--- src/rtl/io_pkg.sv ---
// Shared constants for the memory-mapped display/switch peripheral: segment
// table, anode idle pattern, digit count and the I/O address it decodes at.
package io_pkg;

    localparam logic [31:0] IO_ADDR = 32'd4096;
    localparam logic [3:0]  AN_OFF  = 4'hF;
    localparam int          NUM_DIG = 3;

    // Active-low {g,f,e,d,c,b,a} patterns for hex digits 0..F
    localparam logic [6:0] SEG_HEX [16] = '{
        7'h40, 7'h79, 7'h24, 7'h30,
        7'h19, 7'h12, 7'h02, 7'h78,
        7'h00, 7'h10, 7'h08, 7'h03,
        7'h46, 7'h21, 7'h06, 7'h0E
    };

    function automatic logic [6:0] hex_to_seg(input logic [3:0] value);
        return SEG_HEX[value];
    endfunction

endpackage

--- src/rtl/io_display_switch_ctrl_if.sv ---
// Memory-stage side of the I/O peripheral: display word in, switch word and
// change strobe out.
interface io_display_switch_ctrl_if;
    import io_pkg::*;

    logic [11:0] iomem;
    logic [15:0] ioin;
    logic        sw_change;

    modport master (output iomem, input ioin, input sw_change);
    modport slave  (input iomem, output ioin, output sw_change);

endinterface

--- src/rtl/io_sync_debounce.sv ---
// Two-flop synchroniser plus whole-vector debounce for the board switches.
// The shared debounce counter exists only when IO_DEBOUNCE_EN is defined.
module io_sync_debounce
    import io_pkg::*;
#(
    parameter int DEB_CYCLES = 500000
) (
    input  logic        clk,
    input  logic        rst_n,
    input  logic [15:0] sw,
    output logic [15:0] ioin,
    output logic        sw_change
);

    logic [15:0] s1;
    logic [15:0] s2;

    always_ff @(posedge clk or negedge rst_n) begin
        if (!rst_n) begin
            s1 <= '0;
            s2 <= '0;
        end else begin
            s1 <= sw;
            s2 <= s1;
        end
    end

`ifdef IO_DEBOUNCE_EN
    localparam int             CNT_W   = (DEB_CYCLES > 1) ? $clog2(DEB_CYCLES) : 1;
    localparam logic [CNT_W-1:0] CNT_MAX = CNT_W'(DEB_CYCLES - 1);

    logic [15:0]      cand;
    logic [CNT_W-1:0] cnt;

    // Any difference from the candidate restarts the count; once saturated the
    // candidate is committed every cycle, but only a real change strobes.
    always_ff @(posedge clk or negedge rst_n) begin
        if (!rst_n) begin
            cand      <= '0;
            cnt       <= '0;
            ioin      <= '0;
            sw_change <= 1'b0;
        end else begin
            sw_change <= 1'b0;
            if (s2 != cand) begin
                cand <= s2;
                cnt  <= '0;
            end else if (cnt == CNT_MAX) begin
                ioin      <= cand;
                sw_change <= (cand != ioin);
            end else begin
                cnt <= cnt + 1'b1;
            end
        end
    end
`else
    always_ff @(posedge clk or negedge rst_n) begin
        if (!rst_n) begin
            ioin      <= '0;
            sw_change <= 1'b0;
        end else begin
            ioin      <= s2;
            sw_change <= (s2 != ioin);
        end
    end
`endif

endmodule

--- src/rtl/io_display_switch_ctrl.sv ---
// Display/switch I/O peripheral: scans iomem as 3 hex digits on a 4-digit
// 7-seg display and returns debounced switches (optional IO_DEBOUNCE_EN).
module io_display_switch_ctrl
    import io_pkg::*;
#(
    parameter int SCAN_DIV   = 50000,
    parameter int BLANK_CYC  = 16,
    parameter int DEB_CYCLES = 500000
) (
    input  logic                     clk,
    input  logic                     rst_n,
    io_display_switch_ctrl_if.slave  bus,
    input  logic [15:0]              sw,
    output logic [6:0]               seg,
    output logic                     dp,
    output logic [3:0]               an
);

    localparam int              SC_W     = (SCAN_DIV > 1) ? $clog2(SCAN_DIV) : 1;
    localparam logic [SC_W-1:0] SCAN_MAX = SC_W'(SCAN_DIV - 1);
    localparam logic [SC_W-1:0] BLANK    = SC_W'(BLANK_CYC);
    localparam logic [1:0]      LAST_DIG = 2'(NUM_DIG - 1);

    logic [SC_W-1:0] scan_cnt;
    logic [1:0]      dig;
    logic [11:0]     disp_q;
    logic            loaded;
    logic [3:0]      nibble;

    // disp_q only reloads at a frame boundary so a mid-frame iomem write
    // cannot show half-old, half-new digits.
    always_ff @(posedge clk or negedge rst_n) begin
        if (!rst_n) begin
            scan_cnt <= '0;
            dig      <= '0;
            disp_q   <= '0;
            loaded   <= 1'b0;
        end else begin
            loaded <= 1'b1;
            if (scan_cnt == SCAN_MAX) begin
                scan_cnt <= '0;
                dig      <= (dig == LAST_DIG) ? 2'd0 : dig + 2'd1;
            end else begin
                scan_cnt <= scan_cnt + 1'b1;
            end
            if (!loaded || (scan_cnt == SCAN_MAX && dig == LAST_DIG)) begin
                disp_q <= bus.iomem;
            end
        end
    end

    always_comb begin
        nibble = 4'h0;
        case (dig)
            2'd0:    nibble = disp_q[3:0];
            2'd1:    nibble = disp_q[7:4];
            2'd2:    nibble = disp_q[11:8];
            default: nibble = 4'h0;
        endcase
    end

    assign seg = hex_to_seg(nibble);
    assign an  = (scan_cnt < BLANK) ? AN_OFF : ~(4'b0001 << dig);
    assign dp  = 1'b1;

    io_sync_debounce #(
        .DEB_CYCLES (DEB_CYCLES)
    ) u_sync_debounce (
        .clk       (clk),
        .rst_n     (rst_n),
        .sw        (sw),
        .ioin      (bus.ioin),
        .sw_change (bus.sw_change)
    );

endmodule

--- src/flat_wrapper.sv ---
// flat-port wrapper written by rule: the top's interface ports become plain ports
module io_display_switch_ctrl_flat import io_pkg::*;
#(
    parameter int SCAN_DIV   = 50000,
    parameter int BLANK_CYC  = 16,
    parameter int DEB_CYCLES = 500000
)
  (clk, rst_n, sw, seg, dp, an, bus_iomem, bus_ioin, bus_sw_change);
  io_display_switch_ctrl_if bus_i ();
  input  logic clk;
  input  logic rst_n;
  input  logic [15:0] sw;
  output logic [6:0] seg;
  output logic dp;
  output logic [3:0] an;
  input wire logic [$bits(bus_i.iomem)-1:0] bus_iomem;
  output wire logic [$bits(bus_i.ioin)-1:0] bus_ioin;
  output wire logic [$bits(bus_i.sw_change)-1:0] bus_sw_change;
  assign bus_i.iomem = bus_iomem;
  assign bus_ioin = bus_i.ioin;
  assign bus_sw_change = bus_i.sw_change;
  io_display_switch_ctrl #(.SCAN_DIV(SCAN_DIV), .BLANK_CYC(BLANK_CYC), .DEB_CYCLES(DEB_CYCLES)) u_core (.clk(clk), .rst_n(rst_n), .bus(bus_i), .sw(sw), .seg(seg), .dp(dp), .an(an));
endmodule
--- config.mk ---
export PLATFORM = sky130hd
export DESIGN_NAME = io_display_switch_ctrl_flat
export DESIGN_NICKNAME = d
export VERILOG_FILES = /design/src/rtl/io_pkg.sv /design/src/rtl/io_display_switch_ctrl_if.sv /design/src/rtl/io_sync_debounce.sv /design/src/rtl/io_display_switch_ctrl.sv /design/src/flat_wrapper.sv
export SDC_FILE = /design/constraint.sdc
export NUM_CORES = 1
export LEC_CHECK = 0
export BUFFER_PORTS_ARGS = -buffer_cell sky130_fd_sc_hd__buf_2
export CAP_MARGIN = 20
export CORE_MARGIN = 10
export CORE_UTILIZATION = 55
export CTS_CLUSTER_SIZE = 25
export DETAILED_ROUTE_END_ITERATION = 6
export PLACE_DENSITY = 0.82
export SYNTH_ARGS = -nofsm -noshare
export SYNTH_HDL_FRONTEND = slang
export SYNTH_SLANG_ARGS = --single-unit
--- constraint.sdc ---
create_clock -name clk -period 2.6 [get_ports clk]
set_input_delay 0.52 -clock clk [delete_from_list [all_inputs] [get_ports clk]]
set_output_delay 0.52 -clock clk [all_outputs]
set_load 0.02 [all_outputs]
Yosys cells after proc, flatten, opt, wreduce, memory -nomap -nowiden
Memory sizes are Yosys's and may differ from the RTL's.
Index checks and enable logic that the tools add are counted.
- register bits: 80
- ROM bits: 112
- input bits: 30
- output and inout bits: 29
- logic and storage cells: 30
- memories: 1
- $add $sub $neg: 2
- order comparisons: 2
- equality and inequality tests: 4
- shift-type cells: 1
- mux-type cells: 6
- bitwise logic cells: 2
- reductions and logical operators: 4
- memory list (name ; depth ; bits a word ; rd ports ; clocked after Yosys merged registers in ; wr ports ; RTL line ; text):
    (name not given) ; 16 ; 7 ; 1 ; 0 ; 0 ; io_pkg.sv:18 ; return SEG_HEX[value];
- operators with widths (cell ; number):
    $add A16 B1 Y16 const B ; 1
    $eq A16 B16 Y1 const B ; 1
    $lt A16 B5 Y1 const B ; 1
    $mux W16 ; 1
    $ne A16 B16 Y1 ; 1
    $mux W7 ; 2
    $pmux W4 S3 ; 1
    $ge A5 B5 Y1 const B ; 1
    $not A4 Y5 ; 1
    $mux W4 ; 1
    $not A4 Y4 ; 1
    $shl A1 B2 Y4 const A ; 1
    $add A2 B1 Y2 const B ; 1
    $eq A2 B1 Y1 const B ; 1
    $eq A2 B2 Y1 const B ; 1
    $logic_not A2 Y1 ; 1
    $mux W2 ; 1
    $logic_and A1 B1 Y1 ; 1
    $logic_not A1 Y1 ; 1
    $logic_or A1 B1 Y1 ; 1

Logic depth before layout (Yosys ltp)
- word-level depth: 6
- gate-level depth with buffers: 9
- depth with buffers taken out: 7

By module
A second synthesis with hierarchy kept.
- cell total of the unflattened synthesis: 229
- area total of the unflattened synthesis: 3139.3 µm²
- by module, submodules not included (module ; times used ; cells each ; area each (µm²) ; sequential area each (µm²)):
    io_display_switch_ctrl ; 1 ; 159 ; 1741.7 ; 775.7
    io_sync_debounce ; 1 ; 70 ; 1397.6 ; 1226.2

Worst setup path before layout
Ideal clock, no wire load.
- kind: register -> output
- start point: register u_core.dig[1]
- end point: output seg[4]
- arrival: 2.026 ns
- required time: 2.080 ns
- slack: 0.054 ns
- cell stages (with the launch flop): 10
- buffers on the path: 2
- cells stage by stage: dfrtp_1 -> buf_2 -> nor2b_1 -> clkbuf_1 -> nand2_1 -> o21ai_0 -> inv_1 -> ha_1 -> nor2_1 -> o32ai_1
- cells in the longest elaborated chain, start to end: 6
- elaborated cells on any way between the ends: 8
- those cells by class: eq/ne (2); mux (3); bitwise (1); reduce/logical (1); memory (1)
- ends and longest elaborated chain (element ; RTL line ; text):
    start: declaration ; io_display_switch_ctrl.sv:25 ; logic [1:0] dig;
    start signal: assignment ; io_display_switch_ctrl.sv:42 ; dig <= (dig == LAST_DIG) ? 2'd0 : dig + 2'd1;
    $eq A2 B2 Y1, or another cell as far along ; io_display_switch_ctrl.sv:54 ; case (dig)
    $pmux W4 S3 * ; io_display_switch_ctrl.sv:54 ;
    $not A4 Y5 (not written as such) * ; io_pkg.sv:18 ;
    $mem_v2 Z16 W7 * ; n/a ;
    $mux W7 (not written as such) * (2 in a row) ; io_pkg.sv:18 ;
    end: declaration ; flat_wrapper.sv:13 ; output logic [6:0] seg;
Every way passes the cells marked *; elsewhere a longest branch is shown, timed or not. The select of a mux whose other input is x is not followed.

Worst setup path after layout
- start point: register u_core.dig[1]
- end point: output seg[3]
Same word-level chain as after synthesis.

==> reports/results.txt <==
IR analysis of the VDD net gives a maximum drop of 0.649 mV. The number of remaining DRC errors is 0. Clock-pin slew was measured on the worst setup and hold paths at 0.09 ns.

The time the final worst path needs with I/O delays and setup was 2.71 ns; the number of max-slew violations in the final report was 0. The later pin in the worst-skew pair is clocked with a latency of 0.36 ns. For the total power after layout, the log shows 2.63 mW. 0 antenna diodes ended up in the layout. The run gives -0.109 ns as the worst-case setup margin in the final layout. TritonCTS built the clock tree.

The first global-routing pass estimated 10700 microns of wire. STA classifies the critical path startpoint as a flip-flop. The area growth from synthesis to final layout is 24.7%, and the number of buffers added to fix hold violations after cts is 0. The worst setup path is captured at a primary output. During I/O placement, the number of pins put on the boundary was 59.

The area share of the leading cell type in the synthesized netlist was 0.630. The detail route stage leaves a number of antenna-violating nets equal to 0. The cell depth of the worst setup path was 8; the number of stages on the worst hold path was 1. The library cell appearing most often on the critical path was mux2i_1. Using the TritonRoute via totals, the vias-per-cell ratio works out to 5.36. The signal on the critical path passes through mux2i_1, o2bb2ai_2, inv_2, buf_6, ha_4, mux2i_1, mux2i_1, buf_4. The share of the synthesized area in compound gates (AO/OA/AOI/OAI) is 0.0429. The critical-path maximum fanout is 7, and the cell area power density is 662 nW/um^2. The fraction of the mapped netlist area in simple logic gates is 0.0996, and the number of port buffers is 57. The run gives 27 as the number of cell rows. Counting distinct cell types in the post-synthesis netlist gives 39. For this design the static power due to leakage is 1.86 nW. The routed layout has 2069 vias. The final hold violation count came out at 0. After global routing the overflow that remains totals 0. The worst slew slack as a fraction of its limit was 0.381; the effective utilization at floorplan was 0.570. Sequential fraction of the synthesis area: 0.630.

In this run the most critical hold path is launched from sw[13]. The flop-to-flop setup slack came out at 0.20 ns. The logs give 87 for the iteration-0 DRC count of the detailed router and 5 for the number of setup violations in the final report. The final layout contains 346 nets. After synthesis the netlist holds a flip-flop and latch count of 80.

Derived from the worst setup path, the maximum achievable clock frequency is 0.369 GHz. The final layout contains routed wiring with a total length of 6790 microns. The initial antenna violation count came out at 0.

The tools report the post-placement cell area as 3550 sq um. The number of H-tree levels came out at 3. The checks that failed: setup timing. The HPWL after detailed placement is 4510 microns.

Yosys attributes the largest share of cell area to dfrtp_1, xor2_1, mux2_4. In the final routed layout, each cell accounts on average for 17.6 microns. The floorplan step defined a core boundary enclosing 5570 sq um. In the final timing run, aggregate negative setup slack is -0.428 ns. The launching point of the worst reg2reg path was u_core.scan_cnt[13]. For the total routing resource utilization after global routing, the log shows 0.154. Entering global routing, the biggest net connects 81 pins.

Counting tap cells, the placed design contains a total of 359 instances. The slew at the pin with the worst max-slew slack is 0.929 ns. The dominant delay contributor by cell family on the critical path was flip-flops. The proportion of layout cells with a drive suffix above 1 works out to 0.408.

At the end of routability-driven placement, the weighted congestion stood at 0.873. The mapped netlist covers 3180 sq um. Data arrives at the worst endpoint at 2.19 ns. The clock arrives with 0.00934 ns of skew. The post-synthesis xor/xnor area fraction is 0.0826, and the number of buffers and inverters on the critical path is 3.

The portion of netlist area occupied by mux cells came out at 0.0897. Cell type contributing the most total cell area after synthesis: dfrtp_1. The tool flagged a number of max-cap violations equal to 0. Slowest library cell on the worst path: dfrtp_2. The arithmetic-cell share of the synthesized area counting full adders, half adders and majority gates works out to 0.0275. The clock buffer count from CTS was 9.

The longest clock path from root to sink contains 2 buffers. The tools report the non-filler instance count after layout as 386. Master cell of the clock root buffer: clkbuf_8. Setup repair after global routing could not meet its margin everywhere. The average cell area after synthesis is 13.7 sq um, and the area of all placed cells without fillers is 3960 sq um.

The longest individual stage delay on the worst path was 0.51 ns. The number of warnings reported in the yosys synthesis log was 0; the portion of the clock cycle consumed by the worst path in the final layout was 1.04. The via count of the first global-routing pass is 2215.

Endpoint of the worst hold path: u_core.u_sync_debounce.s1[13]. Worst min-delay path class: in2reg. Reg-to-reg critical path endpoint: u_core.disp_q[0]. The share of synthesized flip-flops with an asynchronous set or reset works out to 1.00. Synthesis produced 232 cells. The clock sink total came out at 80.

The number of enable flip-flop cells after synthesis came out at 0. The x dimension of the die was 96.0 microns. Among all flip-flop cells after synthesis, the most frequent one is dfrtp_1.

By startpoint and endpoint, the worst setup path is classified as reg2out. Final hold analysis gives a worst-case slack of 0.261 ns. The run gives 4 as the detailed-router iteration count before antenna repair. The worst register-to-register path has a depth of 5.

After synthesis, the largest family of logic cells by area is simple AND/OR/NAND/NOR gates. The run finished, with violations left. The required time reported for the critical path endpoint came out at 2.08 ns. The overall die area was 9220 sq um. The die height came out at 96.0 microns.
-- routing by layer --
layer,GRT usage,up-vias,routed length [microns]
met3,0.0545,13,365
li1,-,953,-
met5,0,-,0
met2,0.260,71,3650
met4,0.0688,0,116
met1,0.171,1032,2660
-- how the worst max path moves through the flow --
| stage | end | from |
|---|---|---|
| after global placement | seg[1] | u_core.dig[1] |
| after floorplan | seg[4] | u_core.dig[1] |
| final | seg[3] | u_core.dig[1] |
| after CTS | seg[3] | u_core.dig[1] |
| after global routing | seg[4] | u_core.dig[1] |
| after detailed placement | seg[1] | u_core.dig[1] |
-- final cells by class --
cell class                      count  area, sq um
Timing Repair Buffer               73          452
Inverter                            6         22.5
Multi-Input combinational cell    139         1180
Sequential cell                    80         2000
Tap cell                           72         90.1
Fill cell                         359         1610
Clock buffer                        9          124
Clock inverter                      7         86.3
-- cells in the final DEF (no fill, tap or decap), types with 2 or more instances in the layout --
master | netlist | layout
dfrtp_1 | 80 | 78
buf_2 | 1 | 51
xor2_1 | 22 | 22
nor2_1 | 19 | 19
buf_4 | 1 | 16
mux2_4 | 10 | 10
clkbuf_8 | 1 | 9
nand4_1 | 8 | 8
xnor2_1 | 8 | 8
nand2_1 | 7 | 7
mux2i_1 | 9 | 7
nand3_1 | 6 | 6
nor4_1 | 6 | 6
buf_6 | 0 | 5
inv_1 | 6 | 4
mux2_2 | 4 | 4
nor3_1 | 3 | 3
nand2b_1 | 3 | 3
ha_4 | 0 | 3
ha_2 | 0 | 3
or4_4 | 2 | 2
or3_1 | 2 | 2
and3_1 | 2 | 2
mux2i_2 | 0 | 2
inv_2 | 0 | 2
o2bb2ai_2 | 0 | 2
o22ai_1 | 3 | 2
conb_1 | 1 | 2
inv_6 | 0 | 2
inv_8 | 0 | 2
dfrtp_2 | 0 | 2
-- synth_stat cells (2+ instances only) --
cell,count
or4_4,2
clkbuf_1,3
nor2_1,19
xor2_1,22
xnor2_1,8
mux2_4,10
and3_1,2
or3_1,2
mux2i_1,9
ha_1,7
o2bb2ai_1,3
nand4_1,8
a22oi_1,2
nand3_1,6
dfrtp_1,80
mux2_2,4
nand2_1,7
o22ai_1,3
nor4_1,6
nor3_1,3
inv_1,6
nand2b_1,3
-- metrics by stage --
step	util	setup WS, ns
3_5_place_dp	0.637	0.0149
6_report	0.711	-0.109
2_1_floorplan	-	0.0535
4_1_cts	0.696	-0.00515
3_3_place_gp	0.637	0.167
5_1_grt	0.711	-0.256
-- power by group --
part	switching, mW	leakage [nW]	internal, mW	total [mW]
logic	0.178	0.805	0.161	0.339
registers	0.0378	0.954	1.30	1.34
clock network	0.483	0.104	0.465	0.948
-- kinds of logic after synthesis --
family                     after synthesis
AOI/OAI and AO/OA                       16
xor gates and xnor gates                30
adders and majority gates                7
buffers and inverters                   14
DFF                                     80
muxes                                   23
other                                    1
and+or+nand+nor                         61
-- repair_timing --
action / 4_1_cts / 5_1_grt
pin swaps: 4 / 5
endpoints found under the setup margin: 7 / 7
endpoints found under the hold margin: 0 / 0
buffers inserted: 8 / 3
gates resized for setup: 19 / 14
-- registers in the layout, indices dropped and copies added (netlist names) --
signal / flops
u_core.scan_cnt: 16
u_core.u_sync_debounce.ioin: 16
u_core.u_sync_debounce.s1: 16
u_core.u_sync_debounce.s2: 16
u_core.disp_q: 12
u_core.dig: 2
u_core.loaded: 1
u_core.u_sync_debounce.sw_change: 1
Note: power is estimated with default switching activity, not from simulation.
